$ cat config.mk
export PLATFORM = sky130hd
export DESIGN_NAME = cache_control_nway_flat
export DESIGN_NICKNAME = d
export VERILOG_FILES = /design/src/rtl/cache_control_nway_if.sv /design/src/rtl/cache_control_nway.sv /design/src/flat_wrapper.sv
export SDC_FILE = /design/constraint.sdc
export NUM_CORES = 1
export LEC_CHECK = 0
export BUFFER_PORTS_ARGS = -buffer_cell sky130_fd_sc_hd__clkbuf_2
export CAP_MARGIN = 40
export CORE_MARGIN = 2
export CORE_UTILIZATION = 40
export DETAILED_ROUTE_END_ITERATION = 8
export PLACE_DENSITY_LB_ADDON = 0.2
export SLEW_MARGIN = 40
export SYNTH_ARGS = -nofsm -noshare
export SYNTH_HDL_FRONTEND = slang
export SYNTH_SLANG_ARGS = --single-unit
$ cat constraint.sdc
create_clock -name clk -period 2.7 [get_ports clk]
set_input_delay 0.54 -clock clk [delete_from_list [all_inputs] [get_ports clk]]
set_output_delay 0.54 -clock clk [all_outputs]
set_load 0.02 [all_outputs]
$ cat src/rtl/cache_control_nway_if.sv
// CPU-side, array-strobe and line-transfer signals of the N-way cache controller.
// The master side is the CPU/datapath; the slave side is the controller.
interface cache_control_nway_if #(
  parameter int unsigned WAYS     = 4,
  parameter int unsigned WAY_BITS = $clog2(WAYS),
  parameter int unsigned CNT_W    = 16
);
  logic                mem_read;
  logic                mem_write;
  logic                mem_resp;
  logic [WAYS-1:0]     hit_vec;
  logic [WAYS-1:0]     valid_vec;
  logic [WAYS-1:0]     dirty_vec;
  logic [WAY_BITS-1:0] lru_way;
  logic                lru_update;
  logic [WAY_BITS-1:0] mru_way;
  logic [WAY_BITS-1:0] victim_way;
  logic [WAYS-1:0]     load_tag;
  logic [WAYS-1:0]     load_valid;
  logic [WAYS-1:0]     load_data;
  logic [WAYS-1:0]     load_dirty;
  logic                dirty_in;
  logic                datastore_in_mux_sel;
  logic                pmem_address_mux_sel;
  logic                pmem_read;
  logic                pmem_write;
  logic                pmem_resp;
  logic                count_clr;
  logic [CNT_W-1:0]    hit_count;
  logic [CNT_W-1:0]    miss_count;

  modport master (
    output mem_read, mem_write, hit_vec, valid_vec, dirty_vec, lru_way,
           pmem_resp, count_clr,
    input  mem_resp, lru_update, mru_way, victim_way, load_tag, load_valid,
           load_data, load_dirty, dirty_in, datastore_in_mux_sel,
           pmem_address_mux_sel, pmem_read, pmem_write, hit_count, miss_count
  );

  modport slave (
    input  mem_read, mem_write, hit_vec, valid_vec, dirty_vec, lru_way,
           pmem_resp, count_clr,
    output mem_resp, lru_update, mru_way, victim_way, load_tag, load_valid,
           load_data, load_dirty, dirty_in, datastore_in_mux_sel,
           pmem_address_mux_sel, pmem_read, pmem_write, hit_count, miss_count
  );
endinterface

$ cat src/rtl/cache_control_nway.sv
// Control FSM for an N-way set-associative write-back/write-allocate cache:
// hit handling, victim selection, writeback/fill sequencing and hit/miss statistics.
module cache_control_nway #(
  parameter int unsigned WAYS     = 4,
  parameter int unsigned WAY_BITS = $clog2(WAYS),
  parameter int unsigned CNT_W    = 16
) (
  input  logic                 clk,
  input  logic                 rst_n,
  cache_control_nway_if.slave  bus
);

  typedef enum logic [1:0] {
    IDLE      = 2'd0,
    WRITEBACK = 2'd1,
    FILL      = 2'd2
  } state_t;

  state_t              state;
  logic [WAY_BITS-1:0] victim_q;
  logic                miss_pending;
  logic [CNT_W-1:0]    hit_cnt_q;
  logic [CNT_W-1:0]    miss_cnt_q;

  logic [WAY_BITS-1:0] hit_way_c;
  logic [WAY_BITS-1:0] inv_way_c;
  logic [WAY_BITS-1:0] miss_victim_c;
  logic                hit_any_c;
  logic                inv_any_c;
  logic                req_c;
  logic                victim_dirty_c;
  logic                miss_c;
  logic                hit_inc_c;

  // Lowest-index hit way and lowest-index invalid way.
  always_comb begin
    hit_way_c = '0;
    inv_way_c = '0;
    for (int i = WAYS - 1; i >= 0; i--) begin
      if (bus.hit_vec[i])    hit_way_c = WAY_BITS'(i);
      if (!bus.valid_vec[i]) inv_way_c = WAY_BITS'(i);
    end
  end

  assign hit_any_c      = |bus.hit_vec;
  assign inv_any_c      = ~&bus.valid_vec;
  assign miss_victim_c  = inv_any_c ? inv_way_c : bus.lru_way;
  assign victim_dirty_c = bus.valid_vec[miss_victim_c] & bus.dirty_vec[miss_victim_c];
  assign req_c          = bus.mem_read | bus.mem_write;
  assign miss_c         = (state == IDLE) && req_c && !hit_any_c;
  assign hit_inc_c      = bus.mem_resp & ~miss_pending;

  assign bus.victim_way = victim_q;
  assign bus.hit_count  = hit_cnt_q;
  assign bus.miss_count = miss_cnt_q;

  // State, victim latch, miss tracking and saturating statistics.
  always_ff @(posedge clk or negedge rst_n) begin
    if (!rst_n) begin
      state        <= IDLE;
      victim_q     <= '0;
      miss_pending <= 1'b0;
      hit_cnt_q    <= '0;
      miss_cnt_q   <= '0;
    end else begin
      case (state)
        IDLE: begin
          if (miss_c) begin
            victim_q     <= miss_victim_c;
            miss_pending <= 1'b1;
            state        <= victim_dirty_c ? WRITEBACK : FILL;
          end else if (bus.mem_resp || !req_c) begin
            miss_pending <= 1'b0;
          end
        end
        WRITEBACK: if (bus.pmem_resp) state <= FILL;
        FILL:      if (bus.pmem_resp) state <= IDLE;
        default:   state <= IDLE;
      endcase

      if (bus.count_clr) begin
        hit_cnt_q  <= '0;
        miss_cnt_q <= '0;
      end else begin
        if (hit_inc_c && (hit_cnt_q != '1))  hit_cnt_q  <= hit_cnt_q + CNT_W'(1);
        if (miss_c && (miss_cnt_q != '1))    miss_cnt_q <= miss_cnt_q + CNT_W'(1);
      end
    end
  end

  // Strobes are forced low while reset is held, even if a hit is presented.
  always_comb begin
    bus.mem_resp             = 1'b0;
    bus.lru_update           = 1'b0;
    bus.mru_way              = '0;
    bus.load_tag             = '0;
    bus.load_valid           = '0;
    bus.load_data            = '0;
    bus.load_dirty           = '0;
    bus.dirty_in             = 1'b0;
    bus.datastore_in_mux_sel = 1'b0;
    bus.pmem_address_mux_sel = 1'b0;
    bus.pmem_read            = 1'b0;
    bus.pmem_write           = 1'b0;
    if (rst_n) begin
      case (state)
        IDLE: begin
          if (req_c && hit_any_c) begin
            bus.mem_resp   = 1'b1;
            bus.lru_update = 1'b1;
            bus.mru_way    = hit_way_c;
            if (bus.mem_write) begin
              bus.load_data[hit_way_c]  = 1'b1;
              bus.load_dirty[hit_way_c] = 1'b1;
              bus.dirty_in              = 1'b1;
              bus.datastore_in_mux_sel  = 1'b1;
            end
          end
        end
        WRITEBACK: begin
          bus.pmem_write           = 1'b1;
          bus.pmem_address_mux_sel = 1'b1;
        end
        FILL: begin
          bus.pmem_read = 1'b1;
          if (bus.pmem_resp) begin
            bus.load_data[victim_q]  = 1'b1;
            bus.load_tag[victim_q]   = 1'b1;
            bus.load_valid[victim_q] = 1'b1;
            bus.load_dirty[victim_q] = 1'b1;
          end
        end
        default: ;
      endcase
    end
  end

endmodule

$ cat src/flat_wrapper.sv
// flat-port wrapper written by rule: the top's interface ports become plain ports
module cache_control_nway_flat 
#(
  parameter int unsigned WAYS     = 4,
  parameter int unsigned WAY_BITS = $clog2(WAYS),
  parameter int unsigned CNT_W    = 16
)
  (clk, rst_n, bus_mem_read, bus_mem_write, bus_hit_vec, bus_valid_vec, bus_dirty_vec, bus_lru_way, bus_pmem_resp, bus_count_clr, bus_mem_resp, bus_lru_update, bus_mru_way, bus_victim_way, bus_load_tag, bus_load_valid, bus_load_data, bus_load_dirty, bus_dirty_in, bus_datastore_in_mux_sel, bus_pmem_address_mux_sel, bus_pmem_read, bus_pmem_write, bus_hit_count, bus_miss_count);
  cache_control_nway_if #(.WAYS(WAYS), .WAY_BITS(WAY_BITS), .CNT_W(CNT_W)) bus_i ();
  input  logic clk;
  input  logic rst_n;
  input wire logic [$bits(bus_i.mem_read)-1:0] bus_mem_read;
  input wire logic [$bits(bus_i.mem_write)-1:0] bus_mem_write;
  input wire logic [$bits(bus_i.hit_vec)-1:0] bus_hit_vec;
  input wire logic [$bits(bus_i.valid_vec)-1:0] bus_valid_vec;
  input wire logic [$bits(bus_i.dirty_vec)-1:0] bus_dirty_vec;
  input wire logic [$bits(bus_i.lru_way)-1:0] bus_lru_way;
  input wire logic [$bits(bus_i.pmem_resp)-1:0] bus_pmem_resp;
  input wire logic [$bits(bus_i.count_clr)-1:0] bus_count_clr;
  output wire logic [$bits(bus_i.mem_resp)-1:0] bus_mem_resp;
  output wire logic [$bits(bus_i.lru_update)-1:0] bus_lru_update;
  output wire logic [$bits(bus_i.mru_way)-1:0] bus_mru_way;
  output wire logic [$bits(bus_i.victim_way)-1:0] bus_victim_way;
  output wire logic [$bits(bus_i.load_tag)-1:0] bus_load_tag;
  output wire logic [$bits(bus_i.load_valid)-1:0] bus_load_valid;
  output wire logic [$bits(bus_i.load_data)-1:0] bus_load_data;
  output wire logic [$bits(bus_i.load_dirty)-1:0] bus_load_dirty;
  output wire logic [$bits(bus_i.dirty_in)-1:0] bus_dirty_in;
  output wire logic [$bits(bus_i.datastore_in_mux_sel)-1:0] bus_datastore_in_mux_sel;
  output wire logic [$bits(bus_i.pmem_address_mux_sel)-1:0] bus_pmem_address_mux_sel;
  output wire logic [$bits(bus_i.pmem_read)-1:0] bus_pmem_read;
  output wire logic [$bits(bus_i.pmem_write)-1:0] bus_pmem_write;
  output wire logic [$bits(bus_i.hit_count)-1:0] bus_hit_count;
  output wire logic [$bits(bus_i.miss_count)-1:0] bus_miss_count;
  assign bus_i.mem_read = bus_mem_read;
  assign bus_i.mem_write = bus_mem_write;
  assign bus_i.hit_vec = bus_hit_vec;
  assign bus_i.valid_vec = bus_valid_vec;
  assign bus_i.dirty_vec = bus_dirty_vec;
  assign bus_i.lru_way = bus_lru_way;
  assign bus_i.pmem_resp = bus_pmem_resp;
  assign bus_i.count_clr = bus_count_clr;
  assign bus_mem_resp = bus_i.mem_resp;
  assign bus_lru_update = bus_i.lru_update;
  assign bus_mru_way = bus_i.mru_way;
  assign bus_victim_way = bus_i.victim_way;
  assign bus_load_tag = bus_i.load_tag;
  assign bus_load_valid = bus_i.load_valid;
  assign bus_load_data = bus_i.load_data;
  assign bus_load_dirty = bus_i.load_dirty;
  assign bus_dirty_in = bus_i.dirty_in;
  assign bus_datastore_in_mux_sel = bus_i.datastore_in_mux_sel;
  assign bus_pmem_address_mux_sel = bus_i.pmem_address_mux_sel;
  assign bus_pmem_read = bus_i.pmem_read;
  assign bus_pmem_write = bus_i.pmem_write;
  assign bus_hit_count = bus_i.hit_count;
  assign bus_miss_count = bus_i.miss_count;
  cache_control_nway #(.WAYS(WAYS), .WAY_BITS(WAY_BITS), .CNT_W(CNT_W)) u_core (.clk(clk), .rst_n(rst_n), .bus(bus_i));
endmodule
==> results of run 1 <==
per-layer routing:
| layer | wire [um] | vias to the layer above | part of all wire [%] | global-route usage, % |
|---|---|---|---|---|
| met1 | 2459 | 1048 | 45 | 23.28 |
| met5 | 0 | - | 0 | 0 |
| met2 | 2690 | 40 | 49 | 29.75 |
| li1 | - | 1088 | - | - |
| met4 | 54 | 0 | 0.99 | 5.085 |
| met3 | 231 | 7 | 4.3 | 3.620 |
final cells by class:
cell class | count | area [um2]
inverter | 6 | 22.52
multi-input combinational | 202 | 1231
sequential | 37 | 925.9
clock buffer | 5 | 68.82
clock inverter | 2 | 35.03
fill | 552 | 2716
tap | 72 | 90.09
timing repair buffer | 86 | 450.4
cells in the final DEF, fill, tap and decap left out, drive strengths merged, types with 2 or more instances in the layout:
cell type  netlist  routed
clkbuf           6      83
nor2            39      39
dfrtp           37      37
nand2           23      23
xnor2           19      19
nand3           13      13
nand4           13      13
a21oi           12      12
nor4            12      12
nor3            11      11
o21ai            9       9
or4              8       8
buf             15       8
inv              6       6
or3              6       6
o31ai            5       5
nand2b           4       4
mux2i            4       4
nor3b            3       3
and3             3       3
nand3b           2       2
a32oi            2       2
ha               2       2
nor4b            2       2
worst paths after layout:
check | start | endpoint | slack [ns]
worst max-delay path | bus_hit_vec[2] | bus_datastore_in_mux_sel | 0.41
worst min-delay path | rst_n | u_core.miss_pending$_DFFE_PN0P_ | 0.27
worst max register to register | u_core.bus.hit_count[0]$_DFFE_PN0P_ | u_core.bus.hit_count[13]$_DFFE_PN0P_ | 0.46
worst min register to register | u_core.state[1]$_DFFE_PN0P_ | u_core.state[0]$_DFFE_PN0P_ | 0.54
max in group asynchronous | rst_n | u_core.bus.miss_count[9]$_DFFE_PN0P_ | 1.85
min in group clk | u_core.state[1]$_DFFE_PN0P_ | u_core.state[0]$_DFFE_PN0P_ | 0.54
kinds of logic (layout without fill, tap and decap cells):
group                      count (synthesis)  after routing  synth area share, %
and+or+nand+nor                          144            144                34.47
DFF                                       37             37                40.17
AOI/OAI and AO/OA                         32             32                8.253
buffers and inverters                     27             99                6.677
xor gates and xnor gates                  20             20                7.601
muxes                                      4              4                1.737
adders and majority gates                  2              2                1.086
state kept, by name, summed over array words and instances (netlist names):
signal and flops:
u_core.bus.hit_count 16, u_core.bus.miss_count 16, u_core.bus.victim_way 2, u_core.state 2, u_core.miss_pending 1
report_power, final:
part / leakage, nW / internal [mW] / switching [mW]
registers: 0.513 / 0.578 / 0.0407
clock network: 0.0540 / 0.269 / 0.198
logic: 0.689 / 0.115 / 0.206
worst max-delay path, cell delays in order:
cell      delay [ns]
clkbuf_2        0.10
or4_1           0.54
nand4b_1        0.16
inv_1           0.09
and2_1          0.17
clkbuf_2        0.15
==> flow_summary.toml, run 1 <==
[global_routing]
grt_pass1_wl_mm = 9.183
grtUsageTotal_pct = 17.82
grt_overflow = 0
antenna_found_initial = 0
grt_max_degree = 33
grt_pass1_vias = 2024

[place]
finalWeightedCongestion = 0.8301
place_inst = 403
place_ws_ns = 0.1435
dp.final_hpwl_mm = 4.059
placed_area_um2 = 2720
portBuffers = 78

[drt]
drt-initial-drc-count = 81
wl_mm = 5.435
avgRoutedWirePerCell_um = 13.26
ant_nets = 0
vias_per_cell = 5.324
drc = 0
first_pass_iters = 4
dr_total_vias = 2183

[sta]
worst_slew_pin_slew_ns = 0.6998
whs_ns = 0.2654
hold_violations = 0
fin_ws_ns = 0.4076
period_share_pct = 84.90
fmax_ghz = 0.4362
setup-tns-final_ns = 0
maxSlewViolCount = 0
post-route-min-period_ns = 2.292
timing.slew.headroom_pct = 53.35
rsz0062_at_grt = "false"
finalSetupViolCount = 0
fin_worst_skew_ns = 0.008563

[yosys]
synth-seq-cells = 37
synthesis.area_um2 = 2305
ys_warn_count = 0
synth-main-ff-cell = "dfrtp_1"
synth_cells = 266
yosysMostFrequentCell = "nor2_1"
postSynthAreaPerCell_um2 = 8.664
ys_top_cells_by_count = "nor2_1 (38), dfrtp_1 (37), nand2_1 (23), xnor2_1 (19)"
synth_edf_count = 0
synth_fp_nets = 288
async_flop_share_pct = 100.0
synth_top_area_cell = "dfrtp_1"
ys_seq_area_share_pct = 40.17
yosysUniqueCellTypes = 40
synth_area_leaders = "dfrtp_1 (40%), xnor2_1 (7.2%), nor2_1 (6.2%)"
synth_top_area_share_pct = 40.17

[flow_run]
maxCapViolCount = 0

[clocking]
cts.sinks = 37
clk_latency_ns = 0.29
clk_pin_slew_worst_paths_ns = 0.08
ctsResizeCount = 0
cts_buffers = 5
tritoncts = "done"
clockRootBuffer = "clkbuf_8"
clock_path_buffers = 2
cts_setup_buffers = 0
hold_buffers = 0
htreeDepth = 2

[die]
row_count = 27
coreArea_um2 = 5540
die_h_um = 79.91
initial_core_util_pct = 41.60
design.portCount = 79
die_area_um2 = 6385
die_w_um = 79.91

[critical_path]
setup.worst_path.start_class = "primary input"
cp_max_fo = 4
crit_type = "in -> out"
critPathArrivalTime_ns = 1.75
critical_path_required_ns = 2.16
end_kind = "primary output"
reg2regPathDepth = 6

[final_layout]
fin_util_pct = 50.97
final_area_um2 = 2824
layout-drive-gt1-share_pct = 29.88
final_cells = 410
fin_nets = 360
area_growth_pct = 22.53
antenna_cells = 0

[power_and_ir_drop]
cellPowerDensity_nw_per_um2 = 498.3
finalPower_mw = 1.407
vdd_drop_max_v = 0.0002563
leakage_nw = 1.256

[min_path]
hold_class = "in -> async"

[outcome]
status = "completed"
Power figures use the tool's default switching activity.
==> inputs of run 2 (changes only) <==
- ABC_AREA: not set -> 1
- clock period: 2.7 -> 2.4 ns (I/O delays scaled with it)
==> flow_summary.toml, run 2 <==
[final_layout]
layout-drive-gt1-share_pct = 21.21
area_growth_pct = 17.69
fin_nets = 503
final_cell_mix = "nand2_1 (125), clkbuf_2 (75), inv_1 (58), nor2_1 (42), dfrtp_1 (37)"
antenna_cells = 0
layout_commonest_cell = "nand2_1"

[global_routing]
grt_pass1_vias = 2641
grt_pass1_wl_mm = 11.93
grt_max_degree = 21
grtUsageTotal_pct = 19.46
grt_overflow = 0
antenna_found_initial = 0

[clocking]
cts_buffers = 5
cts.sinks = 37
hold_buffers = 0
tritoncts = "done"
clockRootBuffer = "clkbuf_8"
ctsResizeCount = 0
cts_setup_buffers = 0
clk_latency_ns = 0.29
clk_pin_slew_worst_paths_ns = 0.07
htreeDepth = 2
clock_path_buffers = 2

[sta]
fin_worst_skew_ns = 0.006934
hold_violations = 0
timing.slew.headroom_pct = 66.86
period_share_pct = 93.90
fin_ws_ns = 0.1463
finalSetupViolCount = 0
maxSlewViolCount = 0
fmax_ghz = 0.4437
post-route-min-period_ns = 2.254
worst_slew_pin_slew_ns = 0.4934
whs_ns = 0.1896

[place]
portBuffers = 78
place_ws_ns = 0.3710
dp.final_hpwl_mm = 5.262
finalWeightedCongestion = 0.9444

[critical_path]
critical_path_required_ns = 1.92
cp_max_fo = 4
setup.worst_path.start_class = "register"
crit_type = "reg -> out"
end_kind = "primary output"
rr_endpoint = "u_core.bus.hit_count[14]$_DFFE_PN0P_"
rr_startpoint = "u_core.bus.hit_count[0]$_DFFE_PN0P_"
rrSetupSlack_ns = 0.45
critPathArrivalTime_ns = 1.77
reg2regPathDepth = 9

[yosys]
ys_warn_count = 0
synth_edf_count = 0
yosysUniqueCellTypes = 29
synthesis.area_um2 = 2716
ys_seq_area_share_pct = 34.09
synth_fp_nets = 433
async_flop_share_pct = 100.0
ys_top_cells_by_count = "nand2_1 (125), inv_1 (58), nor2_1 (42), dfrtp_1 (37), nand3_1 (34)"
synth_top_area_cell = "dfrtp_1"
synth_top_area_share_pct = 34.09
postSynthAreaPerCell_um2 = 6.609
synth-main-ff-cell = "dfrtp_1"
yosysMostFrequentCell = "nand2_1"
synth_area_leaders = "dfrtp_1 (34%), nand2_1 (17%), inv_1 (8.0%)"
synth_cells = 411
synth-seq-cells = 37

[drt]
wl_mm = 6.943
drc = 0
avgRoutedWirePerCell_um = 12.38
vias_per_cell = 5.123
ant_nets = 0
dr_total_vias = 2874
drt-initial-drc-count = 129
first_pass_iters = 6

[die]
design.portCount = 79
initial_core_util_pct = 40.66
die_area_um2 = 7466
die_h_um = 86.41
coreArea_um2 = 6681
row_count = 30
die_w_um = 86.41

[power_and_ir_drop]
cellPowerDensity_nw_per_um2 = 504.3
finalPower_mw = 1.612
vdd_drop_max_v = 0.0003292
leakage_nw = 1.758

[outcome]
status = "completed"

[flow_run]
maxCapViolCount = 0

[min_path]
hold_class = "in -> async"
[run 2: cell types whose count changed after synthesis, moves of 6 or more]
cell | before | now
nor4_1 | 8 | 2
a21oi_1 | 12 | 5
nand2_1 | 23 | 125
nand4_1 | 13 | 32
nand3_1 | 13 | 34
xor2_1 | 1 | 9
xnor2_1 | 19 | 1
inv_1 | 6 | 58
or3_1 | 6 | 0
or4_1 | 8 | 0
[run 2: worst max path at each step]
stage	startpoint	to	cells after the start	slack, ns
global route	u_core.state[1]$_DFFE_PN0P_	bus_load_data[1]	8	-0.03
CTS	u_core.state[1]$_DFFE_PN0P_	bus_load_data[3]	8	0.1
floorplan	bus_mem_write	bus_dirty_in	7	0.17
detailed placement	bus_mem_write	bus_load_data[3]	8	0.37
finish	u_core.state[1]$_DFFE_PN0P_	bus_load_data[3]	8	0.15
global placement	bus_mem_write	bus_load_data[3]	8	0.40
[run 2: through the flow]
stage | TNS (ns) | utilization, % | std cells | area, um2
6_report | 0 | 47.85 | 561 | 3197
3_5_place_dp | 0 | 46.40 | 554 | 3100
3_3_place_gp | 0 | 46.40 | 554 | 3100
4_1_cts | 0 | 47.70 | 561 | 3187
2_1_floorplan | 0 | - | 411 | 2716
5_1_grt | -0.07272 | 47.85 | 561 | 3197
[run 2: layout make-up]
| class | count | area (um2) |
|---|---|---|
| Inverter | 62 | 232.7 |
| Clock buffer | 7 | 86.33 |
| Tap cell | 80 | 100.1 |
| Multi-Input combinational cell | 294 | 1439 |
| Timing Repair Buffer | 81 | 412.9 |
| Fill cell | 721 | 3485 |
| Sequential cell | 37 | 925.9 |
[run 2: worst max-delay path, stage by stage, from the launching register on]
cell and delay (ns):
dfrtp_1 0.39, inv_1 0.09, nand2_1 0.14, nor2_4 0.15, inv_1 0.08, nor3_2 0.19, nand2_1 0.08, a21oi_1 0.17
clkbuf_2 0.20
[run 2: cell families after synthesis]
| family | count (synthesis) | share of synthesized area, % |
|---|---|---|
| AO/OA/AOI/OAI | 21 | 4.100 |
| XOR/XNOR | 10 | 3.225 |
| adder cells (fa/ha/maj) | 2 | 0.9211 |
| buffers and inverters | 80 | 13.31 |
| flip-flops | 37 | 34.09 |
| AND/OR/NAND/NOR | 261 | 44.36 |
[run 2: layer usage]
layer,share of wire (%),GRT usage [%],vias up
met1,45,26.22,1332
met2,48,31.89,78
met4,1.5,6.108,0
met3,5.1,3.333,11
li1,-,-,1453
met5,0,0,-
[run 2: report_power, final]
part	total, mW	switching [mW]	internal [mW]	leakage, nW
clock	0.450	0.222	0.228	0.0443
combinational	0.467	0.333	0.134	1.20
sequential	0.695	0.0385	0.656	0.512
